## src/rtl/alu_ctrl_pkg.sv

```systemverilog
// Shared encodings for the ALU control stage: select codes, ALUOp codes, FSM states.
package alu_ctrl_pkg;

  localparam logic [4:0] SEL_ADD     = 5'b0_0000;
  localparam logic [4:0] SEL_SUB     = 5'b0_0001;
  localparam logic [4:0] SEL_LUI     = 5'b0_0011;
  localparam logic [4:0] SEL_OR      = 5'b0_0100;
  localparam logic [4:0] SEL_AND     = 5'b0_0101;
  localparam logic [4:0] SEL_XOR     = 5'b0_0111;
  localparam logic [4:0] SEL_SLL     = 5'b0_1000;
  localparam logic [4:0] SEL_SRL     = 5'b0_1001;
  localparam logic [4:0] SEL_SRA     = 5'b0_1010;
  localparam logic [4:0] SEL_SLT     = 5'b0_1101;
  localparam logic [4:0] SEL_SLTU    = 5'b0_1111;
  localparam logic [4:0] SEL_M_BASE  = 5'b1_0000;
  localparam logic [4:0] ILLEGAL_SEL = 5'b0_1111;

  localparam logic [1:0] ALUOP_ADD   = 2'b00;
  localparam logic [1:0] ALUOP_SUB   = 2'b01;
  localparam logic [1:0] ALUOP_FUNCT = 2'b10;
  localparam logic [1:0] ALUOP_LUI   = 2'b11;

  typedef enum logic {
    IDLE = 1'b0,
    BUSY = 1'b1
  } state_e;

endpackage

```

## src/rtl/alu_ctrl_seq_if.sv

```systemverilog
// Decode-side handshake and EX-side output bundle of the ALU control stage.
interface alu_ctrl_seq_if #(
  parameter int SEL_W = 5
) ();
  logic             flush;
  logic             in_valid;
  logic             in_ready;
  logic [1:0]       alu_op;
  logic [31:0]      instr;
  logic             alu_src;
  logic             out_valid;
  logic             out_ready;
  logic [SEL_W-1:0] sel;
  logic             illegal;
  logic             m_busy;

  modport master (
    output flush, in_valid, alu_op, instr, alu_src, out_ready,
    input  in_ready, out_valid, sel, illegal, m_busy
  );

  modport slave (
    input  flush, in_valid, alu_op, instr, alu_src, out_ready,
    output in_ready, out_valid, sel, illegal, m_busy
  );
endinterface

```

## src/rtl/alu_sel_decode.sv

```systemverilog
// Combinational ALUOp/funct decode to ALU select code, with RV32M classification.
module alu_sel_decode
  import alu_ctrl_pkg::*;
#(
  parameter int SEL_W    = 5,
  parameter int ENABLE_M = 1
) (
  input  logic [1:0]       alu_op,
  input  logic [31:0]      instr,
  input  logic             alu_src,
  output logic [SEL_W-1:0] sel,
  output logic             illegal,
  output logic             is_m,
  output logic             is_div
);

  logic [2:0] f3;
  logic       alt;
  logic       m_enc;
  logic [4:0] sel5;
  logic       unused_instr_bits;

  assign f3    = instr[14:12];
  assign alt   = instr[30] && !alu_src;
  assign m_enc = !alu_src && instr[25] && !instr[30];
  assign unused_instr_bits = ^{instr[31], instr[29:26], instr[24:15], instr[11:0]};

  // Select-code table; M encodings win over the base funct3 table.
  always_comb begin
    sel5    = SEL_ADD;
    illegal = 1'b0;
    is_m    = 1'b0;
    is_div  = 1'b0;
    unique case (alu_op)
      ALUOP_ADD: sel5 = SEL_ADD;
      ALUOP_SUB: sel5 = SEL_SUB;
      ALUOP_LUI: sel5 = SEL_LUI;
      default: begin
        if (m_enc) begin
          if (ENABLE_M != 0) begin
            is_m   = 1'b1;
            is_div = f3[2];
            sel5   = SEL_M_BASE | {2'b00, f3};
          end else begin
            illegal = 1'b1;
          end
        end else begin
          unique case (f3)
            3'b000: sel5 = alt ? SEL_SUB : SEL_ADD;
            3'b111: begin sel5 = SEL_AND;  illegal = alt; end
            3'b110: begin sel5 = SEL_OR;   illegal = alt; end
            3'b100: begin sel5 = SEL_XOR;  illegal = alt; end
            3'b010: begin sel5 = SEL_SLT;  illegal = alt; end
            3'b011: begin sel5 = SEL_SLTU; illegal = alt; end
            3'b001: begin sel5 = SEL_SLL;  illegal = instr[30]; end
            default: sel5 = instr[30] ? SEL_SRA : SEL_SRL;
          endcase
        end
      end
    endcase
    if (illegal) sel5 = ILLEGAL_SEL;
  end

  assign sel = SEL_W'(sel5);

endmodule

```

## src/rtl/alu_ctrl_seq.sv

```systemverilog
// Registered, handshaked ALU control stage with a multi-cycle RV32M sequencer.
module alu_ctrl_seq
  import alu_ctrl_pkg::*;
#(
  parameter int SEL_W      = 5,
  parameter int MUL_CYCLES = 2,
  parameter int DIV_CYCLES = 32,
  parameter int ENABLE_M   = 1
) (
  input  logic             clk,
  input  logic             rst_n,
  alu_ctrl_seq_if.slave    bus
);

  localparam int MAX_CYCLES = (MUL_CYCLES > DIV_CYCLES) ? MUL_CYCLES : DIV_CYCLES;
  localparam int CNT_W      = $clog2(MAX_CYCLES + 1);
  localparam logic [CNT_W-1:0] MUL_N = CNT_W'(MUL_CYCLES);
  localparam logic [CNT_W-1:0] DIV_N = CNT_W'(DIV_CYCLES);
  localparam logic [CNT_W-1:0] ONE   = CNT_W'(1);

  state_e           state_q, state_d;
  logic [CNT_W-1:0] cnt_q, cnt_d;
  logic             out_valid_q, out_valid_d;
  logic [SEL_W-1:0] sel_q, sel_d;
  logic             illegal_q, illegal_d;
  logic             m_busy_q, m_busy_d;
  logic [SEL_W-1:0] pend_sel_q, pend_sel_d;

  logic [SEL_W-1:0] dec_sel;
  logic             dec_illegal;
  logic             dec_is_m;
  logic             dec_is_div;
  logic [CNT_W-1:0] op_n;
  logic             multi;
  logic             in_ready;
  logic             accept;

  alu_sel_decode #(
    .SEL_W    (SEL_W),
    .ENABLE_M (ENABLE_M)
  ) u_dec (
    .alu_op  (bus.alu_op),
    .instr   (bus.instr),
    .alu_src (bus.alu_src),
    .sel     (dec_sel),
    .illegal (dec_illegal),
    .is_m    (dec_is_m),
    .is_div  (dec_is_div)
  );

  assign op_n  = dec_is_div ? DIV_N : MUL_N;
  assign multi = dec_is_m && (op_n != ONE);

  // rst_n gates readiness so nothing looks acceptable while reset is held.
  assign in_ready = rst_n && (state_q == IDLE) && (!out_valid_q || bus.out_ready) && !bus.flush;
  assign accept   = bus.in_valid && in_ready;

  // Next-state: flush beats everything; BUSY releases the held M code at cnt==1.
  always_comb begin
    state_d     = state_q;
    cnt_d       = cnt_q;
    out_valid_d = out_valid_q;
    sel_d       = sel_q;
    illegal_d   = illegal_q;
    m_busy_d    = m_busy_q;
    pend_sel_d  = pend_sel_q;
    if (bus.flush) begin
      state_d     = IDLE;
      cnt_d       = '0;
      out_valid_d = 1'b0;
      m_busy_d    = 1'b0;
    end else begin
      unique case (state_q)
        IDLE: begin
          if (accept) begin
            if (multi) begin
              state_d     = BUSY;
              cnt_d       = op_n - ONE;
              m_busy_d    = 1'b1;
              out_valid_d = 1'b0;
              pend_sel_d  = dec_sel;
            end else begin
              out_valid_d = 1'b1;
              sel_d       = dec_sel;
              illegal_d   = dec_illegal;
            end
          end else if (out_valid_q && bus.out_ready) begin
            out_valid_d = 1'b0;
          end
        end
        BUSY: begin
          if (cnt_q == ONE) begin
            state_d     = IDLE;
            cnt_d       = '0;
            out_valid_d = 1'b1;
            sel_d       = pend_sel_q;
            illegal_d   = 1'b0;
            m_busy_d    = 1'b0;
          end else begin
            cnt_d = cnt_q - ONE;
          end
        end
        default: state_d = IDLE;
      endcase
    end
  end

  // State and output registers with synchronous active-low reset.
  always_ff @(posedge clk) begin
    if (!rst_n) begin
      state_q     <= IDLE;
      cnt_q       <= '0;
      out_valid_q <= 1'b0;
      sel_q       <= '0;
      illegal_q   <= 1'b0;
      m_busy_q    <= 1'b0;
      pend_sel_q  <= '0;
    end else begin
      state_q     <= state_d;
      cnt_q       <= cnt_d;
      out_valid_q <= out_valid_d;
      sel_q       <= sel_d;
      illegal_q   <= illegal_d;
      m_busy_q    <= m_busy_d;
      pend_sel_q  <= pend_sel_d;
    end
  end

  assign bus.in_ready  = in_ready;
  assign bus.out_valid = out_valid_q;
  assign bus.sel       = sel_q;
  assign bus.illegal   = illegal_q;
  assign bus.m_busy    = m_busy_q;

endmodule

```

## src/flat_wrapper.sv

```systemverilog
// flat-port wrapper written by rule: the top's interface ports become plain ports
module alu_ctrl_seq_flat import alu_ctrl_pkg::*;
#(
  parameter int SEL_W      = 5,
  parameter int MUL_CYCLES = 2,
  parameter int DIV_CYCLES = 32,
  parameter int ENABLE_M   = 1
)
  (clk, rst_n, bus_flush, bus_in_valid, bus_alu_op, bus_instr, bus_alu_src, bus_out_ready, bus_in_ready, bus_out_valid, bus_sel, bus_illegal, bus_m_busy);
  alu_ctrl_seq_if #(.SEL_W(SEL_W)) bus_i ();
  input  logic clk;
  input  logic rst_n;
  input wire logic [$bits(bus_i.flush)-1:0] bus_flush;
  input wire logic [$bits(bus_i.in_valid)-1:0] bus_in_valid;
  input wire logic [$bits(bus_i.alu_op)-1:0] bus_alu_op;
  input wire logic [$bits(bus_i.instr)-1:0] bus_instr;
  input wire logic [$bits(bus_i.alu_src)-1:0] bus_alu_src;
  input wire logic [$bits(bus_i.out_ready)-1:0] bus_out_ready;
  output wire logic [$bits(bus_i.in_ready)-1:0] bus_in_ready;
  output wire logic [$bits(bus_i.out_valid)-1:0] bus_out_valid;
  output wire logic [$bits(bus_i.sel)-1:0] bus_sel;
  output wire logic [$bits(bus_i.illegal)-1:0] bus_illegal;
  output wire logic [$bits(bus_i.m_busy)-1:0] bus_m_busy;
  assign bus_i.flush = bus_flush;
  assign bus_i.in_valid = bus_in_valid;
  assign bus_i.alu_op = bus_alu_op;
  assign bus_i.instr = bus_instr;
  assign bus_i.alu_src = bus_alu_src;
  assign bus_i.out_ready = bus_out_ready;
  assign bus_in_ready = bus_i.in_ready;
  assign bus_out_valid = bus_i.out_valid;
  assign bus_sel = bus_i.sel;
  assign bus_illegal = bus_i.illegal;
  assign bus_m_busy = bus_i.m_busy;
  alu_ctrl_seq #(.SEL_W(SEL_W), .MUL_CYCLES(MUL_CYCLES), .DIV_CYCLES(DIV_CYCLES), .ENABLE_M(ENABLE_M)) u_core (.clk(clk), .rst_n(rst_n), .bus(bus_i));
endmodule
```

## config.mk

```make
export PLATFORM = sky130hd
export DESIGN_NAME = alu_ctrl_seq_flat
export DESIGN_NICKNAME = d
export VERILOG_FILES = /design/src/rtl/alu_ctrl_pkg.sv /design/src/rtl/alu_ctrl_seq_if.sv /design/src/rtl/alu_sel_decode.sv /design/src/rtl/alu_ctrl_seq.sv /design/src/flat_wrapper.sv
export SDC_FILE = /design/constraint.sdc
export NUM_CORES = 1
export LEC_CHECK = 0
export ABC_AREA = 1
export BUFFER_PORTS_ARGS = -buffer_cell sky130_fd_sc_hd__buf_2
export CAP_MARGIN = 20
export CORE_ASPECT_RATIO = 1.4
export CORE_MARGIN = 10
export CORE_UTILIZATION = 49
export CTS_CLUSTER_DIAMETER = 120
export DETAILED_ROUTE_END_ITERATION = 7
export HOLD_SLACK_MARGIN = 0.12
export PLACE_DENSITY = 0.84
export SLEW_MARGIN = 20
export SYNTH_ARGS = -nofsm -noshare
export SYNTH_HDL_FRONTEND = slang
export SYNTH_HIERARCHICAL = 1
export SYNTH_SLANG_ARGS = --single-unit
```

## constraint.sdc

```tcl
create_clock -name clk -period 1.4 [get_ports clk]
set_clock_uncertainty 0.05 [all_clocks]
set_input_delay 0 -clock clk [delete_from_list [all_inputs] [get_ports clk]]
set_output_delay 0 -clock clk [all_outputs]
set_load 0.02 [all_outputs]
```

# ---- Yosys cells after proc, flatten, opt, wreduce, memory -nomap -nowiden
# Cells that the tools add are included.
dict set report word_totals {
  out_inout_bits 9
  inputBits 40
  wordCells 89
  ff_bits 20
}
dict set report classes {
  n_reduce_logical 24
  bitwise 3
  n_addsub 2
  n_mux 38
  n_eq_ne 15
}
# op n
set ops {}
lappend ops {{$pmux W4 S7} 1}
lappend ops {{$mux W5} 5}
lappend ops {{$mux W6} 4}
lappend ops {{$mux W1} 19}
lappend ops {{$pmux W5 S3} 1}
lappend ops {{$pmux W6 S2} 1}
lappend ops {{$sub A6 B1 Y6 const B} 2}
lappend ops {{$pmux W1 S2} 5}
lappend ops {{$pmux W5 S2} 1}
lappend ops {{$eq A3 B3 Y1 const B} 3}
lappend ops {{$logic_and A1 B1 Y1} 9}
lappend ops {{$reduce_and A4 Y1} 2}
lappend ops {{$eq A3 B2 Y1 const B} 2}
lappend ops {{$eq A6 B1 Y1 const B} 1}
lappend ops {{$ne A6 B1 Y1 const B} 1}
lappend ops {{$reduce_or A5 Y1} 1}
lappend ops {{$logic_not A1 Y1} 4}
lappend ops {{$ne A2 B1 Y1 const B} 2}
lappend ops {{$ne A2 B2 Y1 const B} 2}
lappend ops {{$reduce_and A2 Y1} 2}
lappend ops {{$eq A3 B1 Y1 const B} 1}
lappend ops {{$logic_not A3 Y1} 1}
lappend ops {{$ne A3 B2 Y1 const B} 1}
lappend ops {{$not A1 Y1} 3}
lappend ops {{8 further kinds} 8}

# ---- Longest topological paths before layout
dict set report depth {
  depth_word 11
  ltp_mapped 13
  depth_no_buf 13
}

# ---- By module
# The synthesis kept the hierarchy.
# mod area_per_inst_um2 cells_each n_inst seq_area_each_um2
set by_module_without_submodules {}
lappend by_module_without_submodules {alu_ctrl_seq 1091.0 162 1 400.4}
lappend by_module_without_submodules {alu_sel_decode 241.5 48 1 0.0}

# ---- Worst setup path after synthesis
# No wires, ideal clock.
dict set report synth_path {
  path_kind {register to register}
  from {register u_core.cnt_q[1]}
  to {register u_core.cnt_q[4]}
  t_required_ns 1.238
  synth_period_minus_slack_ns 1.301
  slack_ns 0.099
  n_path_buf 1
  t_arrival_ns 1.140
  setup_ns 0.112
  path_stages_with_launch 11
  cell_sequence {dfxtp_1 inv_1 ha_1 nand3_1 nand2_1 buf_2 inv_2 nand2_1 nand2_1 nor2_1 nor2_1}
}
dict set report synth_between {
  elab_chain_cells 3
  elab_cells_between_ends 4
  cone_classes {1 x add/sub; 1 x eq/ne; 2 x mux}
}
# element line_no
set synth_rtl {}
lappend synth_rtl {{start, declared} alu_ctrl_seq.sv:22} ;# logic [CNT_W-1:0] cnt_q, cnt_d;
lappend synth_rtl {{start signal, assigned} alu_ctrl_seq.sv:120} ;# cnt_q <= cnt_d;
lappend synth_rtl {{$sub A6 B1 Y6 / $eq A6 B1 Y1 (equally long branches)} {alu_ctrl_seq.sv:100, alu_ctrl_seq.sv:92}}
lappend synth_rtl {{$mux W6 *} alu_ctrl_seq.sv:92} ;# if (cnt_q == ONE) begin
lappend synth_rtl {{$pmux W6 S2 *} alu_ctrl_seq.sv:73} ;# unique case (state_q)
# Every way passes the cells marked *; elsewhere a longest branch is shown, timed or not.
# A chain may end at the register's enable or synchronous reset.

# ---- Worst setup path in the final report
dict set report layout_path {
  from {register u_core.cnt_q[1]}
  to {register u_core.cnt_q[1]}
}
# Same word-level chain as after synthesis.

==> qor.yml <==
syn-cell-area_mm2: 0.00133
synth_top_cell_by_area: "dfxtp_1"
grt_pass1_wl_um: 5300
synth-warning-count: 6
p_sw_share_pct: 27.3
yosysUniqueCellTypes: 31
cts_htree_levels: 1
clockPowerShare_pct: 24.8
slew_violations: 0
min_from: "bus_instr[14]"
drive_gt1_share_pct: 27.8
clock_latency_ns: 0.30
cp_max_fo: 2
drt.antenna.violating_nets: 0
setup_ws_ns: 0.0515
worst_pin_slew_ns: 0.308
clk_pin_slew_ns: 0.11
antenna_found_initial: 0
dieWidth_um: 64.1
yosysMostFrequentCell: "nand2_1"
grt_pass1_vias: 1329
final_area_mm2: 0.00169
seq_area_frac_synth_pct: 30.0
synthArstFlopShare_pct: 0
antenna_cells: 0
rrSetupSlack_ns: 0.05
p_switching_mw: 0.288
dpl.hpwl_um: 2230
synth_enable_flop_cells: 0
gp_congestion: 0.889
cts_tree: "yes"
grt_setup_unrepaired: "yes"
drcViolationCount: 0
placedInstanceArea_mm2: 0.00154
seq_power_share_pct: 55.0
hold_slack_ns: 0.181
drt-wirelength-per-cell_um: 11.2
min_to: "u_core/pend_sel_q[2]$_SDFFE_PN0P_"
viasPerCell: 4.95
synthTopCellsByArea: "dfxtp_1, nand2_1, inv_1"
worstReg2RegEnd: "u_core/cnt_q[1]$_SDFFE_PP0P_"
fin_nets: 289
end_kind: "flip-flop"
fin_crit_sh_pct: 96.3
dieArea_mm2: 0.00523
grt-ovfl-total: 0
powerDensity_mw_per_mm2: 623
cp-start-kind: "flip-flop"
wirelength_um: 3140
hold_depth: 5
hold_viol: 0
p_leak_nw: 0.853
coreArea_mm2: 0.00262
intPower_mw: 0.766
place_worst_setup_slack_ns: 0.0941
port_buffers: 21
max-cap-violations: 0
ys_ff_latch: 20
syn_to_final_growth_pct: 26.9
status: "complete, no violations"
crit-reg2reg-launch: "u_core/cnt_q[1]$_SDFFE_PP0P_"
fin_crit_ns: 1.35
synth_commonest_cells: "nand2_1, inv_1, nor2_1"
reg2reg_depth: 6
start_util_pct: 51.0
cts_root_buffer: "clkbuf_4"
slew_headroom_pct: 79.4
postSynthCellCount: 210
path_class: "flip-flop to flip-flop"
setup_viol: 0
placementRows: 22
avgSynthCellArea_um2: 6.35
grt_usage_pct: 12.0
synth_ff_type: "dfxtp_1"
setup_tns_ns: 0
fmax_ghz: 0.742
crit_arrival_ns: 1.52
required_ns: 1.57
syn_nets: 252
combinationalPowerShare_pct: 20.2
drtIter0Drc: 50
grt_start_max_net_pins: 14
first_pass_iters: 4
clock_sinks: 20
dr_total_vias: 1391
pin_count: 49
die_h_um: 81.7
hp-class: "input port to flip-flop"
ir_worst_vdd_v: 0.000372
numCtsBuffers: 3
synth.top_cell.area_share_pct: 30.0
clockBufferDepth: 2
==> critical path, cell delays in order, from the launching register on <==
cell     delay [ns]
dfxtp_2        0.35
inv_2          0.04
buf_4          0.12
ha_1           0.26
o21ai_0        0.16
nand3_1        0.11
a21oi_1        0.19
==> layer usage <==
| metal | wire [um] | part of all wire [%] | up-vias | track usage, % |
|---|---|---|---|---|
| li1 | - | - | 733 | - |
| met1 | 1320 | 42 | 622 | 12.8 |
| met2 | 1620 | 52 | 32 | 21.9 |
| met3 | 141 | 4.5 | 4 | 1.91 |
| met4 | 59 | 1.9 | 0 | 7.24 |
| met5 | 0 | 0 | - | 0 |
==> logic make-up (layout without fill, tap and decap cells) <==
kind of cell / count (synthesis) / in the layout / synth area share [%]
buffers and inverters: 43 / 78 / 12.7
xor gates and xnor gates: 2 / 2 / 1.31
AOI/OAI and AO/OA: 33 / 33 / 15.3
DFF: 20 / 20 / 30.0
adders and majority gates: 2 / 2 / 1.88
and+or+nand+nor: 110 / 110 / 38.8
==> area by class of cell <==
cell class / instances / area (um2)
inverters: 38 / 143
multi-input cells: 147 / 797
repair buffers: 37 / 280
flip-flops and latches: 20 / 404
fillers: 239 / 923
clock buffers: 3 / 22.5
well taps: 36 / 45.0
==> repair_timing <==
action | 4_1_cts | 5_1_grt
hold buffers | 6 | 0
setup endpoints to repair | 0 | 18
gates resized for setup | 0 | 22
setup buffers | 0 | 5
endpoints found under the hold margin | 16 | 0
==> worst max path at each step <==
stage / from / to / slack [ns] / cells past startpoint
after detailed placement: u_core/cnt_q[1]$_SDFFE_PP0P_ / u_core/cnt_q[5]$_SDFFE_PP0P_ / 0.09 / 8
after global routing: bus_alu_op[1] / u_core/pend_sel_q[4]$_SDFFE_PN0P_ / -0.05 / 8
after floorplan: u_core/cnt_q[1]$_SDFFE_PP0P_ / u_core/cnt_q[4]$_SDFFE_PP0P_ / 0.1 / 10
after CTS: bus_alu_op[1] / u_core/bus.sel[4]$_SDFFE_PN0P_ / 0.02 / 11
after global placement: u_core/cnt_q[1]$_SDFFE_PP0P_ / u_core/bus.illegal$_SDFFE_PN0P_ / 0.11 / 9
final: u_core/cnt_q[1]$_SDFFE_PP0P_ / u_core/cnt_q[1]$_SDFFE_PP0P_ / 0.05 / 6
==> sequential cells by signal, summed over array words and instances, names as in the netlist <==
name and cells:
u_core/bus.illegal 1, u_core/bus.m_busy 1, u_core/bus.out_valid 1, u_core/bus.sel 5, u_core/cnt_q 6, u_core/pend_sel_q 5
u_core/state_q 1
==> through the flow <==
stage	util [%]	power [mW]	std cells
after global placement	58.8	0.777	271
after detailed placement	58.8	0.779	271
after CTS	61.9	1.06	280
final	64.7	1.05	281
after floorplan	-	0.717	210
after global routing	64.7	1.12	281
==> placed cells by master, fill, tap and decap left out, types with 2 or more instances in the layout <==
cell type      netlist  routed
dfxtp_2              0       3
nor2_2               0       3
buf_6                0       4
nand4_1              7       7
a21oi_1             13      13
clkbuf_4             0       3
dlygate4sd3_1        0       5
buf_2                3      17
buf_4                1       9
nand3_1             13      12
inv_1               32      30
dfxtp_1             20      17
o21ai_0              5       5
o21ai_1              5       5
nand2_2              4       9
nand3_2              1       2
inv_2                5       8
nand2_1             54      49
nor2_1              25      22
o21a_1               5       5
==> power by group through the flow <==
stage | clock, mW | sequential, mW | combinational, mW
2_1_floorplan | 0 | 0.601 | 0.115
3_3_place_gp | 0 | 0.592 | 0.185
3_5_place_dp | 0 | 0.593 | 0.186
4_1_cts | 0.276 | 0.579 | 0.200
5_1_grt | 0.297 | 0.581 | 0.238
6_report | 0.262 | 0.579 | 0.213
Note: power is estimated with default switching activity, not from simulation.
